### src/rtl/alu_mul_seq.sv
// alu_mul_seq: shift-add multiplier borrowing the pipeline ALU; optional early termination via ALU_MUL_SEQ_EARLY_TERM_EN
module alu_mul_seq (
  input  logic        clk,
  input  logic        reset,
  input  logic        start,
  input  logic [31:0] op_a,
  input  logic [31:0] op_b,
  input  logic [31:0] pipe_a,
  input  logic [31:0] pipe_b,
  input  logic [3:0]  pipe_ctrl,
  input  logic [31:0] alu_result,
  output logic [31:0] alu_a,
  output logic [31:0] alu_b,
  output logic [3:0]  alu_ctrl,
  output logic        stall,
  output logic        done,
  output logic [31:0] product
);
  typedef enum logic [1:0] {IDLE, RUN, DONE} state_t;
  state_t state, state_n;
  logic [31:0] acc, mcand, mplier;
  logic [4:0]  cnt;
  logic        last, skip;
`ifdef ALU_MUL_SEQ_EARLY_TERM_EN
  assign last = (cnt == 5'd31) || (mplier[31:1] == 31'd0);
  assign skip = (op_b == 32'd0);
`else
  assign last = (cnt == 5'd31);
  assign skip = 1'b0;
`endif
  // state register and datapath; product captures the final ALU sum as RUN exits
  always_ff @(posedge clk) begin
    if (reset) begin
      state   <= IDLE;
      acc     <= '0;
      mcand   <= '0;
      mplier  <= '0;
      cnt     <= '0;
      product <= '0;
    end else begin
      state <= state_n;
      if (state == IDLE && start) begin
        mcand  <= op_a;
        mplier <= op_b;
        acc    <= '0;
        cnt    <= '0;
        if (skip) product <= '0;
      end
      if (state == RUN) begin
        acc    <= alu_result;
        mcand  <= mcand << 1;
        mplier <= mplier >> 1;
        cnt    <= cnt + 5'd1;
        if (last) product <= alu_result;
      end
    end
  end
  // next state and ALU ownership mux
  always_comb begin
    state_n  = state;
    alu_a    = pipe_a;
    alu_b    = pipe_b;
    alu_ctrl = pipe_ctrl;
    stall    = 1'b0;
    done     = 1'b0;
    case (state)
      IDLE: state_n = start ? (skip ? DONE : RUN) : IDLE;
      RUN: begin
        alu_a    = acc;
        alu_b    = mplier[0] ? mcand : '0;
        alu_ctrl = 4'b0000;
        stall    = 1'b1;
        state_n  = last ? DONE : RUN;
      end
      DONE: begin
        alu_a    = acc;
        alu_b    = '0;
        alu_ctrl = 4'b0000;
        stall    = 1'b1;
        done     = 1'b1;
        state_n  = IDLE;
      end
      default: state_n = IDLE;
    endcase
  end
endmodule

### config.mk
export PLATFORM = sky130hd
export DESIGN_NAME = alu_mul_seq
export DESIGN_NICKNAME = d
export VERILOG_FILES = /design/src/rtl/alu_mul_seq.sv
export SDC_FILE = /design/constraint.sdc
export NUM_CORES = 1
export LEC_CHECK = 0
export CORE_MARGIN = 1.5
export CORE_UTILIZATION = 44
export CTS_CLUSTER_SIZE = 30
export DETAILED_ROUTE_END_ITERATION = 12
export GPL_TIMING_DRIVEN = 0
export PLACE_DENSITY_LB_ADDON = 0.12
export SETUP_SLACK_MARGIN = 0.15
export SYNTH_ARGS = -nofsm -noshare
export SYNTH_HDL_FRONTEND = slang
export SYNTH_SLANG_ARGS = --single-unit
### constraint.sdc
create_clock -name clk -period 1.8 [get_ports clk]
set_input_delay 0.18 -clock clk [delete_from_list [all_inputs] [get_ports clk]]
set_output_delay 0.18 -clock clk [all_outputs]
set_load 0.1 [all_outputs]
==> metrics.txt <==
Starting Density=a little under half; Slowest cell on crit path=dfxtp_2; CP endpoint=alu_b[22]; CTS tree=done; Residual DRC=0; Internal=0.00689 W; CP Cell Sequence=inv_2, ha_4, and3_4, buf_12, buf_12, nand2_2, o21ai_4, buf_12; synth cell count leaders=dfxtp_1 (135), nand2_1 (68), nor2b_1 (66); TritonCTS Buffers=17; register area share after synthesis=just over 40%; antenna diode count=0; largest net degree at the start of global routing=17; Max-Cap Viols=0; DP Wirelength=15.0 mm; CP arrival=1.97 ns; RSZ-0062 raised after global routing=true; Core ar.=about 15000 µm²; Die W=about 120 µm; Crit Path Max Fanout=7; Leak=5.22 nW; reg-to-reg endpoint=product[2]; design area=about 12000 µm²; GR Util All Layers=28.1%; Final min period=about 2.1 ns; Synth area leaders=dfxtp_1 (41%), a211oi_1 (7.1%), nor2b_1 (6.3%); reg-to-reg startpoint=cnt[0]; total number of vias=7015; Setup violations, final=slightly below 70; area of the mapped netlist=between 6000 and 7000 µm²; R2R cell count=8; Fillers=just over 800; leading area contributor after synthesis=dfxtp_1; crit-path leading delay family=buffers and inverters; relative slew slack=about three fifths; GRT Residual Overflow=0; Clk pwr share=34.9%; max incr delay on CP=0.34 ns; row cnt=44; Chip Height=~120 µm; crit path from=state[0]; Placed Area=slightly above 10000 µm²; fin nets=between 1k and 1.5k; VDD IR-drop max=slightly above 0.8 mV; Longest Clk Path Bufs=2; Clock Sinks=between 100 and 150; top_reg_cell synth=dfxtp_1; critical path depth=8; Final Hold Viols=0; Worst Path Buf+Inv=4; Layout Skew=approximately 0.0093 ns; Antenna Violating Nets Remaining=0; Max Slew Vio Count=0; Post-synth EDFFs=0; htree depth=4; Cells after Synth=around 750; initial antenna violation count=0; Worst-path clk slew=approximately 0.060 ns; CP dominant cell by count=buf_12; CP Data Required Time=1.62 ns; power share of the combinational group=32.6%; Core Util, Final=82.9%; failing checks=negative setup slack; Cell variety after synth=28; critical path class=reg2out; area of the multi-input gates=~4100 µm²; CP Launch Type=flop; Switching Fraction=between 30% and 40%; routed len/inst=slightly below 20 µm; Worst Max-Slew Pin Slew=about 0.57 ns; IO Count=about 270; first-pass iteration count of the detailed router=5; R2R Setup Slk=~0.07 ns; status=finished with violations; Skew-Pair Late Insertion Delay=roughly 0.42 ns; Routed WL=around 25 mm; layout cell share with drive strength beyond 1=33.3%; Period Utilization, post-route=119%; clock root buffer=clkbuf_16; die area=15600 µm²; drt first-iter violations=between 400 and 500; input/output buffers=about 270; post-DR vias/cell=5.54; syn_nets=between 900 and 1k; net switching power=roughly 0.0034 W; Post-CTS Hold Buffers=0; Seq cells post-synth=135; cell area power density=853 nW/µm²; vias in the first global route=about 6.8k; Hold Path Class=in2reg; Synth Area per Inst=just under 9 µm²; share of the synthesized area in the top cell type=41.3%; CP endpoint kind=primary output; register area=around 2700 µm²; Syn. warnings=0; FMAX=between 0.4 and 0.5 GHz; ys async rst share=0%; sequential power share=about a third; Area Growth Syn to Fin=84.0%; GPL Wtd Cong=a little over 0.8; first-pass GRT wire length=between 30 and 40 mm; most numerous cell in the Yosys netlist=dfxtp_1; Setup WS post-layout=-0.350 ns
==> routing by layer <==
metal	vias to the layer above	share of wire [%]	GRT usage, %
li1	3302	-	-
met1	3354	40	35.1
met3	48	6.1	6.42
met2	311	51	47.8
met4	0	2.5	9.43
met5	-	0	0
==> worst register-to-register path, stage by stage (launching register included) <==
cell	delay [ns]
dfxtp_4	0.36
ha_2	0.19
and3_1	0.21
ha_4	0.18
nand2_1	0.12
nor2_4	0.08
buf_4	0.15
buf_6	0.12
a22o_1	0.20
==> final cells by class <==
type / instances / share of cell area, %
clock inverter: 11 / 1.26
clock buffer: 19 / 3.76
multi-input combinational: 510 / 33.7
timing repair buffer: 298 / 31.0
buffer: 75 / 4.80
inverter: 34 / 1.06
tap: 184 / 1.91
sequential: 135 / 22.5
==> kinds of logic (layout without fill, tap and decap cells) <==
logic type | Yosys count | after routing | share of synthesized area (%)
AOI/OAI and AO/OA | 167 | 167 | 17.2
DFF | 135 | 135 | 41.3
adders and majority gates | 5 | 5 | 0.955
and+or+nand+nor | 303 | 303 | 25.9
buffers and inverters | 109 | 437 | 8.73
muxes | 35 | 35 | 5.96
==> worst min path at each step <==
stage / startpoint / to / slack [ns] / cells after the start
3_5_place_dp: product[7] / product[7] / 0.47 / 1
3_3_place_gp: product[17] / product[17] / 0.46 / 1
2_1_floorplan: alu_result[0] / product[0] / 0.31 / 1
4_1_cts: start / cnt[3] / 0.29 / 4
6_report: start / cnt[2] / 0.29 / 4
5_1_grt: start / cnt[2] / 0.33 / 4
==> what timing repair did <==
action / in CTS / in global routing
endpoints found under the hold margin: 0 / 0
buffers inserted: 8 / 16
pin swaps: 1 / 7
cloned: 0 / 7
setup endpoints to repair: 132 / 121
resized for setup: 738 / 68
==> metrics by stage <==
stage / worst slack, ns / std cells / TNS [ns] / hold WS [ns] / total power [W]
finish: -0.350 / 1266 / -20.30 / 0.293 / 0.0103
global route: -0.410 / 1266 / -23.14 / 0.326 / 0.0106
CTS: -0.350 / 1243 / -19.39 / 0.293 / 0.0101
detailed placement: -0.880 / 1205 / -51.16 / 0.467 / 0.00617
global placement: -0.884 / 1205 / -51.00 / 0.461 / 0.00615
floorplan: -0.0418 / 754 / -1.53 / 0.306 / 0.00534
==> registers in the layout (all words and copies together), names as in the netlist <==
| name | cells |
|---|---|
| mplier | 32 |
| mcand | 32 |
| state | 2 |
| cnt | 5 |
| acc | 32 |
| product | 32 |
==> layout by cell type (no fill, tap or decap), types with 3 or more instances in the layout <==
cell | netlist | layout
buf_2 | 48 | 40
clkinv_4 | 0 | 3
clkinvlp_4 | 0 | 4
nand2_2 | 0 | 11
clkbuf_2 | 1 | 6
clkdlybuf4s50_1 | 0 | 165
nand2_4 | 1 | 22
bufinv_16 | 0 | 3
nor3_1 | 64 | 64
buf_12 | 0 | 77
inv_1 | 34 | 32
clkdlybuf4s15_2 | 0 | 32
nand2b_1 | 3 | 3
a211oi_1 | 62 | 53
a211oi_2 | 0 | 9
nand2_1 | 68 | 36
nand3b_1 | 34 | 34
clkbuf_16 | 0 | 22
and3_1 | 64 | 63
nor2b_4 | 0 | 4
buf_4 | 3 | 28
buf_6 | 12 | 14
dfxtp_1 | 135 | 131
nor2b_1 | 66 | 62
mux2i_1 | 3 | 3
mux2_4 | 0 | 32
o21ai_4 | 0 | 32
dfxtp_2 | 0 | 3
a21oi_1 | 37 | 36
a22o_1 | 32 | 32
clkbuf_4 | 0 | 4
==> power groups by stage <==
stage | Combinational (W) | Sequential [W] | Clock, W
6_report | 0.00335 | 0.00333 | 0.00359
5_1_grt | 0.00350 | 0.00335 | 0.00374
4_1_cts | 0.00322 | 0.00331 | 0.00357
3_5_place_dp | 0.00281 | 0.00337 | 0
3_3_place_gp | 0.00279 | 0.00336 | 0
2_1_floorplan | 0.00201 | 0.00333 | 0
(Power assumes the default switching activity.)
